==> src/rtl/br_meta_pipe.sv <==
// Carries branch-prediction metadata from fetch to EX/MEM alongside the pipeline,
// flags mispredicted branches, squashes younger work and keeps saturating branch counters.
module br_meta_pipe #(
    parameter logic [6:0]  BR_OPCODE = 7'b1100011,
    parameter int unsigned CNT_W     = 32
) (
    input  logic             clk,
    input  logic             rst,
    input  logic             stall,
    input  logic             if_valid,
    input  logic [31:0]      if_pc,
    input  logic             lc_br_dir,
    input  logic             gl_br_dir,
    input  logic             tn_br_dir,
    input  logic [6:0]       ex_opcode,
    input  logic             ex_br_en,
    output logic             ex_mem_lc_dir,
    output logic             ex_mem_gl_dir,
    output logic             ex_mem_br_en,
    output logic [6:0]       ex_mem_opcode,
    output logic [31:0]      ex_mem_pc,
    output logic             mispredict,
    output logic [CNT_W-1:0] br_count,
    output logic [CNT_W-1:0] mispred_count
);

    function automatic logic [CNT_W-1:0] sat_inc(input logic [CNT_W-1:0] v);
        return (&v) ? v : v + {{(CNT_W-1){1'b0}}, 1'b1};
    endfunction

    logic             vld_p0_q, vld_p0_d, vld_p1_q, vld_p1_d, vld_p2_q, vld_p2_d;
    logic [31:0]      pc_p0_q, pc_p0_d, pc_p1_q, pc_p1_d, pc_p2_q, pc_p2_d;
    logic             lc_p0_q, lc_p0_d, lc_p1_q, lc_p1_d, lc_p2_q, lc_p2_d;
    logic             gl_p0_q, gl_p0_d, gl_p1_q, gl_p1_d, gl_p2_q, gl_p2_d;
    logic             tn_p0_q, tn_p0_d, tn_p1_q, tn_p1_d, tn_p2_q, tn_p2_d;
    logic [6:0]       opc_p2_q, opc_p2_d;
    logic             br_en_p2_q, br_en_p2_d;
    logic [CNT_W-1:0] br_cnt_q, br_cnt_d, mp_cnt_q, mp_cnt_d;
    logic             is_br_p2;

    assign is_br_p2   = vld_p2_q && (opc_p2_q == BR_OPCODE);
    assign mispredict = is_br_p2 && (tn_p2_q != br_en_p2_q);

    always_comb begin
        vld_p0_d   = vld_p0_q;
        pc_p0_d    = pc_p0_q;
        lc_p0_d    = lc_p0_q;
        gl_p0_d    = gl_p0_q;
        tn_p0_d    = tn_p0_q;
        vld_p1_d   = vld_p1_q;
        pc_p1_d    = pc_p1_q;
        lc_p1_d    = lc_p1_q;
        gl_p1_d    = gl_p1_q;
        tn_p1_d    = tn_p1_q;
        vld_p2_d   = vld_p2_q;
        pc_p2_d    = pc_p2_q;
        lc_p2_d    = lc_p2_q;
        gl_p2_d    = gl_p2_q;
        tn_p2_d    = tn_p2_q;
        opc_p2_d   = opc_p2_q;
        br_en_p2_d = br_en_p2_q;
        br_cnt_d   = br_cnt_q;
        mp_cnt_d   = mp_cnt_q;

        if (!stall) begin
            // IF/ID: capture fetch slot; a mispredict kills it
            vld_p0_d = if_valid & ~mispredict;
            pc_p0_d  = if_pc;
            lc_p0_d  = lc_br_dir;
            gl_p0_d  = gl_br_dir;
            tn_p0_d  = tn_br_dir;

            // ID/EX: on a squash take fetch inputs as an invalid entry
            if (mispredict) begin
                vld_p1_d = 1'b0;
                pc_p1_d  = if_pc;
                lc_p1_d  = lc_br_dir;
                gl_p1_d  = gl_br_dir;
                tn_p1_d  = tn_br_dir;
            end else begin
                vld_p1_d = vld_p0_q;
                pc_p1_d  = pc_p0_q;
                lc_p1_d  = lc_p0_q;
                gl_p1_d  = gl_p0_q;
                tn_p1_d  = tn_p0_q;
            end

            // EX/MEM: join metadata with the resolved outcome from EX
            vld_p2_d   = vld_p1_q & ~mispredict;
            pc_p2_d    = pc_p1_q;
            lc_p2_d    = lc_p1_q;
            gl_p2_d    = gl_p1_q;
            tn_p2_d    = tn_p1_q;
            opc_p2_d   = ex_opcode;
            br_en_p2_d = ex_br_en;

            if (is_br_p2)   br_cnt_d = sat_inc(br_cnt_q);
            if (mispredict) mp_cnt_d = sat_inc(mp_cnt_q);
        end
    end

    always_ff @(posedge clk) begin
        if (rst) begin
            vld_p0_q   <= 1'b0;
            pc_p0_q    <= '0;
            lc_p0_q    <= 1'b0;
            gl_p0_q    <= 1'b0;
            tn_p0_q    <= 1'b0;
            vld_p1_q   <= 1'b0;
            pc_p1_q    <= '0;
            lc_p1_q    <= 1'b0;
            gl_p1_q    <= 1'b0;
            tn_p1_q    <= 1'b0;
            vld_p2_q   <= 1'b0;
            pc_p2_q    <= '0;
            lc_p2_q    <= 1'b0;
            gl_p2_q    <= 1'b0;
            tn_p2_q    <= 1'b0;
            opc_p2_q   <= '0;
            br_en_p2_q <= 1'b0;
            br_cnt_q   <= '0;
            mp_cnt_q   <= '0;
        end else begin
            vld_p0_q   <= vld_p0_d;
            pc_p0_q    <= pc_p0_d;
            lc_p0_q    <= lc_p0_d;
            gl_p0_q    <= gl_p0_d;
            tn_p0_q    <= tn_p0_d;
            vld_p1_q   <= vld_p1_d;
            pc_p1_q    <= pc_p1_d;
            lc_p1_q    <= lc_p1_d;
            gl_p1_q    <= gl_p1_d;
            tn_p1_q    <= tn_p1_d;
            vld_p2_q   <= vld_p2_d;
            pc_p2_q    <= pc_p2_d;
            lc_p2_q    <= lc_p2_d;
            gl_p2_q    <= gl_p2_d;
            tn_p2_q    <= tn_p2_d;
            opc_p2_q   <= opc_p2_d;
            br_en_p2_q <= br_en_p2_d;
            br_cnt_q   <= br_cnt_d;
            mp_cnt_q   <= mp_cnt_d;
        end
    end

    // Bubbles present a zero opcode so downstream predictors skip the update
    assign ex_mem_opcode = vld_p2_q ? opc_p2_q : 7'b0;
    assign ex_mem_lc_dir = lc_p2_q;
    assign ex_mem_gl_dir = gl_p2_q;
    assign ex_mem_br_en  = br_en_p2_q;
    assign ex_mem_pc     = pc_p2_q;
    assign br_count      = br_cnt_q;
    assign mispred_count = mp_cnt_q;

endmodule

==> config.mk <==
export PLATFORM = sky130hd
export DESIGN_NAME = br_meta_pipe
export DESIGN_NICKNAME = d
export VERILOG_FILES = /design/src/rtl/br_meta_pipe.sv
export SDC_FILE = /design/constraint.sdc
export NUM_CORES = 1
export LEC_CHECK = 0
export BUFFER_PORTS_ARGS = -buffer_cell sky130_fd_sc_hd__buf_2
export CAP_MARGIN = 20
export CORE_ASPECT_RATIO = 0.6
export CORE_MARGIN = 8
export CORE_UTILIZATION = 55
export CTS_BUF_LIST = sky130_fd_sc_hd__clkbuf_8
export DETAILED_ROUTE_END_ITERATION = 10
export PLACE_DENSITY = 0.81
export SLEW_MARGIN = 20
export SYNTH_ARGS = -nofsm -noshare
export SYNTH_HDL_FRONTEND = slang
export SYNTH_SLANG_ARGS = --single-unit
==> constraint.sdc <==
create_clock -name clk -period 4.5 [get_ports clk]
set_input_delay 0.9 -clock clk [delete_from_list [all_inputs] [get_ports clk]]
set_output_delay 0.9 -clock clk [all_outputs]
set_load 0.01 [all_outputs]
==> flow_summary_export.csv <==
group,metric,value,unit
drt,post_drt_antenna_nets,0,
floorplanning,die-height,109,um
placed_design,dpl.cell_count,1150,
drt,drtPass1Iterations,7,
timing,maxSlewHeadroom,28.8,%
global_routing,grt_antenna_before_repair,0,
timing,finalMaxSlewViolations,0,
synthesis,yosys_most_used_dff,"sky130_fd_sc_hd__dfxtp_1",
floorplanning,rows,34,
global_routing,first_pass_grt_wire_length,30200,um
timing,maxClockFrequency,344,MHz
drt,vias,6585,
pwr,power_density,320,nW/um^2
critical_path,cp_max_fo,17,
drt,post-route-drc-count,0,
clock_network,cts-hold-fix-buffers,0,
cells_and_area,layout_nets,1021,
cells_and_area,antenna_cells,0,
pwr,static-leakage-power,3.94,nW
floorplanning,dieWidth,171,um
synthesis,postSynth.asyncResetShare,0,%
drt,route.final.wire_length,18300,um
synthesis,synthDistinctLibCells,50,
cells_and_area,flow.area_growth_from_synthesis,16.5,%
synthesis,synth_seq_area_share,45.7,%
clock_network,clock-root-buffer,"sky130_fd_sc_hd__clkbuf_8",
cells_and_area,area_of_the_multi_input_gates,4050,um^2
clock_network,cts.sinks,180,
global_routing,grt_pass1_vias,6136,
clock_network,h-tree-depth,4,
critical_path,worst_path_required_time,3.60,ns
floorplanning,dieArea,18500,um^2
synthesis,postSynthRegisterBits,180,
placed_design,buffer_ports.inserted,153,
clock_network,post_cts_buffers,0,
floorplanning,initial_utilization,55.3,%
clock_network,cts_made_buffers,17,
cells_and_area,area.sequential,3600,um^2
run,count_of_maximum_capacitance_violations,0,
pwr,ir_worst_vdd,0.171,mV
clock_network,maximum_number_of_buffers_from_clock_root_to_sink,2,
placed_design,gp_congestion,0.871,
timing,finalCritPeriodShare,64.7,%
global_routing,grt-ovfl-total,0,
timing,rsz_0062_raised_after_global_routing,"false",
global_routing,global_route.usage.total,19.7,%
timing,final.min_clock_period,2.91,ns
synthesis,post_synth_inst_count,839,
global_routing,pin_count_of_the_biggest_net_entering_global_routing,126,
timing,setup_total_negative_slack,0,ns
synthesis,synth_area_leaders,"sky130_fd_sc_hd__dfxtp_1, sky130_fd_sc_hd__mux2i_1, sky130_fd_sc_hd__nor2_1",
clock_network,insertion_delay,0.45,ns
hold_path,timing.hold.worst.class,"reg2reg",
drt,dr.first_iter.drc_count,480,
timing,worst-slew-pin-transition,1.07,ns
timing,hold_viol_final,0,
clock_network,worst_setup_hold_path_clk_slew,0.10,ns
floorplanning,ioPinCount,154,
drt,vias_per_cell,5.57,
synthesis,postSynthAreaPerCell,9.39,um^2
placed_design,preCtsSetupSlack,1.40,ns
synthesis,yosysWarningCount,0,
critical_path,type_of_element_launching_the_critical_path,"register",
critical_path,crit_type,"reg2out",
critical_path,type_of_element_capturing_the_critical_path,"output pin",
cells_and_area,layout-drive-gt1-share,25.4,%
drt,routed_wire_length_per_instance,15.4,um
run_status,status,"finished clean",
cells_and_area,layoutNonFillerInstCount,1183,
floorplanning,design.core.area,14300,um^2
synthesis,synth_top_cell_area_share,45.7,%
placed_design,detailed_place_hpwl,12800,um
timing,worst_slack,1.59,ns
timing,final_setup_violation_count,0,
timing,final.hold.worst_slack,0.494,ns
synthesis,synth-edff-count,0,
synthesis,mappedNetlistArea,7880,um^2
clock_network,tritoncts,"yes",
timing,skew,0.0209,ns
synthesis,yosys.area.top_type,"sky130_fd_sc_hd__dfxtp_1",
synthesis,synth.net_count,888,
cells_and_area,layout_fillers,1214,
critical_path,worst_ep_arrival_time,2.01,ns
clock_network,postCtsResizedCells,0,
[registers in the layout, indices dropped and copies added, names as in the netlist, 7 cells and up]
name	flops
pc_p0_q	32
ex_mem_pc	32
br_count	32
pc_p1_q	32
opc_p2_q	7
mispred_count	32
[worst paths after layout]
| kind | from | end | slack (ns) | depth (start not counted) |
|---|---|---|---|---|
| worst min register to register | pc_p1_q[14] | ex_mem_pc[14] | 0.49 | 2 |
| worst max-delay path | opc_p2_q[2] | mispredict | 1.59 | 4 |
| worst max register to register | br_count[12] | br_count[25] | 1.75 | 6 |
| worst min-delay path | pc_p1_q[14] | ex_mem_pc[14] | 0.49 | 2 |
[layer usage]
layer	global-route usage (%)	share of wire, %	up-vias	wire length, um
met4	5.73	1.3	0	244
met2	28.4	42	217	7600
met5	0	0	-	0
li1	-	-	3270	-
met1	28.6	49	3075	8960
met3	4.88	7.9	23	1450
[cell usage in the layout (no fill, tap or decap), drive strengths merged, types with 2 or more instances in the layout]
master  instances
mux2i         114
or4            18
nand3          22
ha              2
or2             2
nor2          142
and2            9
nand2          37
and3            4
nand2b          2
or3            27
o21ai          23
o41ai           3
clkbuf         18
and4            5
or4b            4
xnor2           3
a21oi          49
nand4          19
inv            17
o211ai          2
nor2b          13
o31ai          20
o311ai          2
xor2            4
mux2           47
nor4            9
buf           161
nor3b           2
nor3           10
dfxtp         180
or3b            2
clkinv          5
[where the power goes]
group	internal, mW	total, mW	switching, mW
combinational	0.0855	0.184	0.0989
sequential	1.63	1.65	0.0206
clock	0.466	1.10	0.635
[cell families after synthesis]
kind of cell               share of synthesized area (%)
and+or+nand+nor                                     21.1
DFF                                                 45.7
muxes                                               21.2
AOI/OAI and AO/OA                                   7.89
buffers and inverters                               2.94
xor gates and xnor gates                           0.778
adders and majority gates                          0.318
[cell usage after synthesis (2+ instances only)]
master,instances
sky130_fd_sc_hd__mux2i_1,114
sky130_fd_sc_hd__mux2_2,45
sky130_fd_sc_hd__or3_1,27
sky130_fd_sc_hd__nor3b_1,2
sky130_fd_sc_hd__and3_1,4
sky130_fd_sc_hd__xnor2_1,3
sky130_fd_sc_hd__xor2_1,4
sky130_fd_sc_hd__a21oi_1,49
sky130_fd_sc_hd__clkbuf_1,35
sky130_fd_sc_hd__inv_1,9
sky130_fd_sc_hd__or2_2,2
sky130_fd_sc_hd__o21ai_0,17
sky130_fd_sc_hd__and4_1,5
sky130_fd_sc_hd__or4b_1,3
sky130_fd_sc_hd__nand4_1,18
sky130_fd_sc_hd__o21ai_1,6
sky130_fd_sc_hd__nor4_1,9
sky130_fd_sc_hd__buf_1,4
sky130_fd_sc_hd__nand2_1,37
sky130_fd_sc_hd__nor2b_1,13
sky130_fd_sc_hd__nand3_1,22
sky130_fd_sc_hd__o41ai_1,2
sky130_fd_sc_hd__nor2_1,142
sky130_fd_sc_hd__buf_2,8
sky130_fd_sc_hd__o31ai_1,20
sky130_fd_sc_hd__nand2b_1,2
sky130_fd_sc_hd__ha_1,2
sky130_fd_sc_hd__nor3_1,8
sky130_fd_sc_hd__dfxtp_1,180
sky130_fd_sc_hd__or4_1,18
sky130_fd_sc_hd__mux2_1,2
sky130_fd_sc_hd__o211ai_1,2
sky130_fd_sc_hd__and2_1,8
[final cells by class]
class,count,share of cell area [%]
multi-input cells,602,44.1
flip-flops and latches,180,39.2
repair buffers,162,9.21
well taps,198,2.70
clock buffers,17,2.55
clock inverters,15,1.84
inverters,9,0.368
[stage by stage]
stage | area, um^2 | utilization, % | power (mW)
2_1_floorplan | 7880 | - | 1.82
3_3_place_gp | 8770 | 61.6 | 1.87
3_5_place_dp | 8770 | 61.6 | 1.87
4_1_cts | 9180 | 64.4 | 2.97
5_1_grt | 9180 | 64.4 | 3.06
6_report | 9180 | 64.4 | 2.94
[worst max-delay path: stages (launching register included)]
cell	delay (ns)
sky130_fd_sc_hd__dfxtp_1	0.34
sky130_fd_sc_hd__or4b_4	0.60
sky130_fd_sc_hd__nor3_4	0.17
sky130_fd_sc_hd__buf_4	0.28
sky130_fd_sc_hd__buf_2	0.18
(Power assumes the default switching activity.)
